--- src/rtl/skip_sub_pkg.sv ---
// Shared types and sizing helpers for the block-serial borrow-skip subtractor.
package skip_sub_pkg;

    typedef enum logic {IDLE, RUN} state_t;

    localparam int DEF_BLK = 4;

    // Width able to hold 0..nblk; also wide enough to index blocks 0..nblk-1.
    function automatic int cnt_w(input int nblk);
        return (nblk < 1) ? 1 : $clog2(nblk + 1);
    endfunction

endpackage

--- src/rtl/skip_sub_blk.sv ---
// Combinational BLK-bit subtract slice with borrow-skip when every bit propagates.
module skip_sub_blk
    import skip_sub_pkg::*;
#(
    parameter int BLK = DEF_BLK
) (
    input  logic [BLK-1:0] a_blk,
    input  logic [BLK-1:0] b_blk,
    input  logic           bw_in,
    output logic [BLK-1:0] d_blk,
    output logic           bw_out,
    output logic           skip,
    output logic           bw_msb_in
);

    logic [BLK:0] bw;

    assign bw[0] = bw_in;

    for (genvar i = 0; i < BLK; i++) begin : g_bit
        assign d_blk[i]  = a_blk[i] ^ b_blk[i] ^ bw[i];
        assign bw[i+1]   = (~a_blk[i] & b_blk[i]) | (~(a_blk[i] ^ b_blk[i]) & bw[i]);
    end

    // All positions equal: the ripple would just carry bw_in through, so bypass it.
    assign skip      = &(~(a_blk ^ b_blk));
    assign bw_out    = skip ? bw_in : bw[BLK];
    assign bw_msb_in = bw[BLK-1];

endmodule

--- src/rtl/skip_sub_serial.sv ---
// Block-serial borrow-skip subtractor: diff = a - b - bin, BLK bits per RUN cycle.
module skip_sub_serial
    import skip_sub_pkg::*;
#(
    parameter int WIDTH = 16,
    parameter int BLK   = DEF_BLK
) (
    input  logic                          clk,
    input  logic                          rst,
    input  logic                          start,
    input  logic [WIDTH-1:0]              a,
    input  logic [WIDTH-1:0]              b,
    input  logic                          bin,
    output logic                          busy,
    output logic                          done,
    output logic [WIDTH-1:0]              diff,
    output logic                          bout,
    output logic                          ovf,
    output logic [cnt_w(WIDTH/BLK)-1:0]   skip_cnt
);

    localparam int NBLK = WIDTH / BLK;
    localparam int CW   = cnt_w(NBLK);

    if ((WIDTH % BLK) != 0 || NBLK < 1) begin : g_chk
        $error("skip_sub_serial: WIDTH must be a positive multiple of BLK");
    end

    state_t           state_q, state_d;
    logic [WIDTH-1:0] opa, opb;
    logic             bw;
    logic [CW-1:0]    blk_idx;
    logic             last;

    logic [BLK-1:0]   a_blk, b_blk, d_blk;
    logic             bw_out, skip, bw_msb_in;

    assign busy  = (state_q == RUN);
    assign last  = (blk_idx == CW'(NBLK - 1));
    assign a_blk = opa[int'(blk_idx)*BLK +: BLK];
    assign b_blk = opb[int'(blk_idx)*BLK +: BLK];

    skip_sub_blk #(.BLK(BLK)) u_blk (
        .a_blk     (a_blk),
        .b_blk     (b_blk),
        .bw_in     (bw),
        .d_blk     (d_blk),
        .bw_out    (bw_out),
        .skip      (skip),
        .bw_msb_in (bw_msb_in)
    );

    always_comb begin
        state_d = state_q;
        case (state_q)
            IDLE:    if (start) state_d = RUN;
            RUN:     if (last)  state_d = IDLE;
            default: state_d = IDLE;
        endcase
    end

    always_ff @(posedge clk) begin
        if (rst) begin
            state_q  <= IDLE;
            opa      <= '0;
            opb      <= '0;
            bw       <= 1'b0;
            blk_idx  <= '0;
            diff     <= '0;
            bout     <= 1'b0;
            ovf      <= 1'b0;
            skip_cnt <= '0;
            done     <= 1'b0;
        end else begin
            state_q <= state_d;
            done    <= 1'b0;
            case (state_q)
                IDLE: if (start) begin
                    opa      <= a;
                    opb      <= b;
                    bw       <= bin;
                    blk_idx  <= '0;
                    diff     <= '0;
                    bout     <= 1'b0;
                    ovf      <= 1'b0;
                    skip_cnt <= '0;
                end
                RUN: begin
                    diff[int'(blk_idx)*BLK +: BLK] <= d_blk;
                    bw       <= bw_out;
                    skip_cnt <= skip_cnt + CW'(skip);
                    blk_idx  <= blk_idx + 1'b1;
                    // Done registers with the final slice, so it is seen in the first IDLE cycle.
                    if (last) begin
                        bout <= bw_out;
                        ovf  <= bw_msb_in ^ bw_out;
                        done <= 1'b1;
                    end
                end
                default: ;
            endcase
        end
    end

endmodule

--- config.mk ---
export PLATFORM = sky130hd
export DESIGN_NAME = skip_sub_serial
export DESIGN_NICKNAME = d
export VERILOG_FILES = /design/src/rtl/skip_sub_pkg.sv /design/src/rtl/skip_sub_blk.sv /design/src/rtl/skip_sub_serial.sv
export SDC_FILE = /design/constraint.sdc
export NUM_CORES = 1
export LEC_CHECK = 0
export CAP_MARGIN = 20
export CORE_ASPECT_RATIO = 0.75
export CORE_MARGIN = 5
export CORE_UTILIZATION = 51
export CTS_CLUSTER_DIAMETER = 150
export CTS_CLUSTER_SIZE = 8
export DETAILED_ROUTE_END_ITERATION = 8
export PLACE_DENSITY = 0.8
export SYNTH_ARGS = -nofsm -noshare
export SYNTH_HDL_FRONTEND = slang
export SYNTH_HIERARCHICAL = 1
export SYNTH_SLANG_ARGS = --single-unit
--- constraint.sdc ---
create_clock -name clk -period 3.8 [get_ports clk]
set_input_delay 0.57 -clock clk [delete_from_list [all_inputs] [get_ports clk]]
set_output_delay 0.57 -clock clk [all_outputs]
set_load 0.1 [all_outputs]
; Word-level counts from Yosys, hierarchy flattened
; Index checks and enable logic that the tools add are counted.
[totals]
reg_bits = 59
word_cells = 74
[classes]
bitwise_logic = 32
muxes = 18
n_reduce_logical = 4
eq_ne = 3
n_addsub = 3
shifts = 4
[ops]
columns = cell, n
row1 = 5-bit negation with 33-bit output, 1
row2 = "4-bit by 33-bit variable shift with 16-bit output, first input constant", 1
row3 = 4-bit by 33-bit indexed part select with 16-bit output, 1
row4 = 16-bit case mux with 2 select lines, 1
row5 = 16-bit by 6-bit indexed part select with 4-bit output, 2
row6 = 16-bit bitwise mux, 1
row7 = 16-bit two-way mux, 1
row8 = 3-bit case mux with 2 select lines, 2
row9 = 1-bit NOT, 9
row10 = 1-bit XOR, 9
row11 = 1-bit AND, 8
row12 = 1-bit two-way mux, 8
row13 = 1-bit case mux with 2 select lines, 4
row14 = 4-bit NOT, 1
row15 = 1-bit OR, 4
row16 = 2-bit AND reduction, 2
row17 = 4-bit AND reduction, 1
row18 = 4-bit XOR, 1
row19 = 3-bit by 1-bit adder with 3-bit output, 1
row20 = "3-bit by 1-bit adder with 3-bit output, second input constant", 1
row21 = "3-bit by 2-bit equality test with 1-bit output, second input constant", 1
row22 = 3-bit two-way mux, 1
row23 = "2-bit by 1-bit != test with 1-bit output, second input constant", 1
row24 = "2-bit != test, second input constant", 1
row25 = 2-bit OR reduction, 1

; Logic depth before layout (Yosys ltp)
; Gate-level depths: netlist of the first run.
[depth]
ltp_word = 15
mapped_depth = 15

; Modules after synthesis
; Netlist of the first run, hierarchy kept.
[by_module_without_submodules]
columns = module, seq_area_each_um2, area_each_um2, cells_each, n_inst
row1 = skip_sub_serial, 1181.1, 2612.5, 281, 1
row2 = skip_sub_blk, 0.0, 201.4, 22, 1

; Worst setup path before layout of the first run
; No wires, ideal clock.
[synth_path]
path_type = reg2reg
start = register blk_idx[0]
end = register diff[11]
path_buffers = 1
period_less_slack_ns = 3.293
setup_ns = 0.092
required_ns = 3.708
path_stages_with_launch = 14
slack_ns = 0.507
t_arrival_ns = 3.200
path_cell_list = dfxtp_1 > buf_6 > mux4_1 > and2_1 > fa_1 > inv_1 > fa_1 > inv_1 > fa_1 > inv_1 > fa_1 > inv_1 > inv_1 > o32ai_1
[synth_via]
elab_chain_cells = 13
word_cells_on_any_way = 30
[synth_rtl]
columns = item, line_no
row1 = "start, declared", skip_sub_serial.sv:32  ; logic [CW-1:0] blk_idx;
row2 = "start signal, assigned", skip_sub_serial.sv:92  ; blk_idx <= blk_idx + 1'b1;
row3 = 16-bit by 6-bit indexed part select with 4-bit output *, skip_sub_serial.sv:40  ; assign a_blk = opa[int'(blk_idx)*BLK +: BLK];
row4 = named net a_blk[0], skip_sub_serial.sv:35  ; logic [BLK-1:0] a_blk, b_blk, d_blk;
row5 = 1-bit XOR, skip_sub_blk.sv:22  ; assign bw[i+1] = (~a_blk[i] & b_blk[i]) | (~(a_blk[i] ^ b_blk[i]) & bw[i]);
row6 = 1-bit NOT, skip_sub_blk.sv:22
row7 = 1-bit AND, skip_sub_blk.sv:22
row8 = 1-bit OR *, skip_sub_blk.sv:22
row9 = 1-bit AND *, skip_sub_blk.sv:22
row10 = 1-bit OR *, skip_sub_blk.sv:22
row11 = 1-bit AND *, skip_sub_blk.sv:22
row12 = 1-bit OR *, skip_sub_blk.sv:22
row13 = named net bw_msb_in, skip_sub_serial.sv:36  ; logic bw_out, skip, bw_msb_in;
row14 = 1-bit XOR *, skip_sub_blk.sv:21  ; assign d_blk[i] = a_blk[i] ^ b_blk[i] ^ bw[i];
row15 = named net d_blk[3], skip_sub_serial.sv:35
row16 = 4-bit by 33-bit indexed part select with 16-bit output *, skip_sub_serial.sv:89  ; diff[int'(blk_idx)*BLK +: BLK] <= d_blk;
row17 = 16-bit bitwise mux *, skip_sub_serial.sv:89
row18 = 16-bit case mux with 2 select lines *, skip_sub_serial.sv:77  ; case (state_q)
row19 = "end signal, assigned by index", skip_sub_serial.sv:89
row20 = "end, declared", skip_sub_serial.sv:16  ; output logic [WIDTH-1:0] diff,
; Mark *: on every way through the listed nets, which the timed path passes. The rest lies on a longest branch.
; A chain may end at the register's enable or synchronous reset.

; Worst setup path after layout of the first run
[layout_path]
start = register blk_idx[1]
end = register ovf
[layout_via]
elab_chain_cells = 15
word_cells_on_any_way = 36
[layout_rtl]
columns = item, line_no
row1 = 16-bit by 6-bit indexed part select with 4-bit output *, skip_sub_serial.sv:41  ; assign b_blk = opb[int'(blk_idx)*BLK +: BLK];
row2 = named net b_blk[0], skip_sub_serial.sv:35
row3 = 1-bit XOR, skip_sub_blk.sv:22
row4 = 1-bit NOT, skip_sub_blk.sv:22
row5 = 1-bit AND, skip_sub_blk.sv:22
row6 = 1-bit OR *, skip_sub_blk.sv:22
row7 = 1-bit AND *, skip_sub_blk.sv:22
row8 = 1-bit OR *, skip_sub_blk.sv:22
row9 = [2 not listed], --
row10 = named net bw_msb_in, skip_sub_serial.sv:36
row11 = 1-bit AND *, skip_sub_blk.sv:22
row12 = 1-bit OR *, skip_sub_blk.sv:22
row13 = 1-bit two-way mux *, skip_sub_blk.sv:27  ; assign bw_out = skip ? bw_in : bw[BLK];
row14 = named net bw_out, skip_sub_serial.sv:36
row15 = 1-bit XOR *, skip_sub_serial.sv:96  ; ovf <= bw_msb_in ^ bw_out;
row16 = 1-bit two-way mux *, skip_sub_serial.sv:94  ; if (last) begin
row17 = 1-bit case mux with 2 select lines *, skip_sub_serial.sv:77
row18 = "end signal, assigned", skip_sub_serial.sv:96
row19 = "end, declared", skip_sub_serial.sv:18  ; output logic ovf,
; Mark *: on every way through the listed nets, which the timed path passes. The rest lies on a longest branch. The select of a mux whose other input is x is not followed.

==> impl_metrics.tcl, run 1 <==
set metrics [dict create \
    num_antenna_cells 0 \
    floorplan.initialDensity_pct 52.6 \
    boundaryPins 59 \
    1st_iter_drt_viols 168 \
    detailed_place.area_um2 3420 \
    chipWidth_um 95.8 \
    critical-path-slowest-cell "dfxtp_1" \
    synth.yosys.seq_area_share_pct 42.0 \
    hold_path_startpoint "opa[2]" \
    timing.critical_path.to_type "flop" \
    max-clock-path-buffers 2 \
    layout_common_cells "66 x nand2_1, 59 x dfxtp_1, 56 x clkdlybuf4s50_1, 42 x a21oi_1, 19 x inv_1" \
    cts_hold_repair.buffers 0 \
    height_of_the_chip_um 74.3 \
    via_count_of_the_first_global_routing_pass 2300 \
    max_slew.worst_pin.slew_ps 981 \
    slowest_delay_ps 540 \
    maxCapViolations 0 \
    drtPass1Iterations 5 \
    totalNegativeSetupSlack_ps 0 \
    first_pass_grt_wire_length_mm 10.5 \
    asyncSetResetFlopFracSynth_pct 0 \
    globalRouteOverflowTotal 0 \
    min_to "opa[2]" \
    synth_seq_cells 59 \
    pre_cts_slack_ps 440 \
    synth_cell_types 38 \
    worst-path-max-fanout 8 \
    relSlewSlack_pct 34.4 \
    ys_dominant_reg_cell "dfxtp_1" \
    numClockSinks 59 \
    dp.final_hpwl_mm 4.56 \
    vias 2315 \
    post_drt_via_cell_ratio 5.32 \
    final-setup-viol-count 0 \
    number_of_cell_instances_on_the_worst_register_to_register_path 14 \
    synth-warning-count 6 \
    die-area_um2 7120 \
    setup_repair_after_global_routing_missed_its_margin "no" \
    cts_buffers 9 \
    finalHoldViolCount 0 \
    worst_hold_slack_ps 450 \
    drt-total-wl_mm 6.12 \
    syn_avg_cell_area_um2 9.29 \
    r2r-start "blk_idx[1]" \
    n_fill_cell 461 \
    cts_setup_buffers 0 \
    worstHoldPathType "flop to flop" \
    antenna_violations_before_repair 0 \
    final.min_clock_period_ps 3370 \
    row_count 23 \
    synth-edff-count 0 \
    setup_slack_ps 428 \
    clock_insertion_delay_worst_skew_ps 340 \
    cts_tree "built" \
    layout-drive-gt1-share_pct 10.0 \
    num-nets-final 411 \
    place_inst 422 \
    worst_setup_path_start_kind "flop" \
    skew_ps 5.34 \
    power_per_cell_area_nw_per_um2 407 \
    fmax_mhz 297 \
    final-instance-count-excl-fill 435 \
    syn_inst 303 \
    drc_errors 0 \
    route.detailed.wl_per_inst_um 14.1 \
    layout_commonest_cell "nand2_1" \
    required_time_reported_for_the_critical_path_endpoint_ps 4070 \
    path_class "flop to flop" \
    timing.hold.worst_path_depth 2 \
    clk_pin_slew_ps 60 \
    core_area_um2 5350 \
    timing.critical_path.cells "mux4_2 > and2_1 > inv_1 > fa_1 > inv_1 > fa_1 > inv_1 > fa_1 > inv_1 > fa_1 > mux2_4 > xor2_1 > nand3_1 > a21oi_1" \
    cp_num_buf_inv 4 \
    cts_resized 0 \
    largest_net_degree_at_the_start_of_global_routing 38 \
    port_buffers 58 \
    r2r-end "ovf" \
    static-leakage-power_nw 1.37 \
    syn_nets 356 \
    syn_area_um2 2810 \
    finalCritPeriodShare_pct 88.7 \
    grt_use_total_pct 19.6 \
    outcome "finished, final reports clean" \
    gp_congestion 0.806 \
    vdd.ir_drop.worst_v 0.000216 \
    final_max_slew_viol_count 0 \
    h-tree-depth 3 \
    area_growth_pct 27.5 \
    timing.critical_path.max_delay_family "adder cells" \
    arrival_ps 3640 \
    regToRegSetupSlack_ps 430 \
    cts-root-buf "clkbuf_8" \
    detail-route-antenna-nets 0 \
    final_area_um2 3590 \
]
-- cells in the mapped netlist, types with 5 or more instances --
master | number | area share [%]
nand3_1 | 8 | 1.4
dfxtp_1 | 59 | 42
clkbuf_1 | 5 | 0.67
a22o_1 | 8 | 2.5
buf_2 | 12 | 2.1
and2_1 | 8 | 1.8
ha_1 | 13 | 5.8
nand3b_1 | 6 | 1.6
nor2_1 | 9 | 1.2
a21oi_1 | 42 | 7.5
inv_1 | 19 | 2.5
nand2_1 | 66 | 8.8
-- how the worst max path moves through the flow --
stage / cells past startpoint / to / start / slack, ps
6_report: 14 / ovf / blk_idx[1] / 430
4_1_cts: 14 / ovf / blk_idx[1] / 410
3_5_place_dp: 14 / ovf / blk_idx[1] / 440
3_3_place_gp: 14 / ovf / blk_idx[1] / 540
2_1_floorplan: 13 / diff[11] / blk_idx[0] / 510
5_1_grt: 14 / ovf / blk_idx[1] / 200
-- cells by family (layout without fill, tap and decap cells) --
kind of cell	count (synthesis)	count (layout)	share of synthesized area (%)
adder cells (fa/ha/maj)	17	17	8.63
AO/OA/AOI/OAI	63	63	14.8
XOR/XNOR	1	1	0.311
flip-flops	59	59	42.0
AND/OR/NAND/NOR	112	112	19.3
buffers and inverters	39	96	6.40
multiplexers	12	12	8.58
-- worst register-to-register path, stage by stage (launching register included) --
cell,delay [ps]
dfxtp_1,540
mux4_2,540
and2_1,180
inv_1,90
fa_1,180
inv_1,60
fa_1,360
inv_1,80
fa_1,160
inv_1,70
fa_1,370
mux2_4,290
xor2_1,150
nand3_1,90
a21oi_1,150
-- power by group --
| group | switching, mW | total (mW) | internal [mW] |
|---|---|---|---|
| clock network | 0.224 | 0.511 | 0.287 |
| registers | 0.0150 | 0.661 | 0.646 |
| logic | 0.167 | 0.287 | 0.120 |
| total | 0.406 | 1.46 | 1.05 |
-- flip-flops by register name, summed over array words and instances (netlist names) --
signal and flops:
ovf 1, diff 16, blk_idx 3, busy 1
opa 16, bout 1, skip_cnt 3, opb 16
done 1, bw 1
-- metrics by stage --
| stage | util (%) | power (mW) |
|---|---|---|
| floorplan | - | 0.870 |
| finish | 67.0 | 1.46 |
| global route | 67.0 | 1.53 |
| CTS | 67.0 | 1.47 |
| detailed placement | 63.9 | 0.960 |
| global placement | 63.9 | 0.952 |
-- cell type report --
class | instances | area (um2) | area share [%]
Inverter | 19 | 71.3 | 1.99
Clock buffer | 9 | 124 | 3.45
Multi-Input combinational cell | 205 | 1460 | 40.6
Timing Repair Buffer | 64 | 618 | 17.2
Sequential cell | 59 | 1180 | 32.9
Tap cell | 75 | 93.8 | 2.62
Clock inverter | 4 | 45.0 | 1.26
-- layer usage --
metal | wire length [um] | up-vias | GRT usage [%]
met5 | 0 | - | 0
li1 | - | 1151 | -
met2 | 2770 | 59 | 30.1
met3 | 373 | 8 | 6.27
met1 | 2870 | 1097 | 25.1
met4 | 103 | 0 | 9.62
Power figures use the tool's default switching activity.
==> run 2, diff against run 1 <==
- CTS_CLUSTER_DIAMETER: 150 -> 200
==> results of run 2 <==
The final DEF is identical to that of run 1; final timing and power are the same.
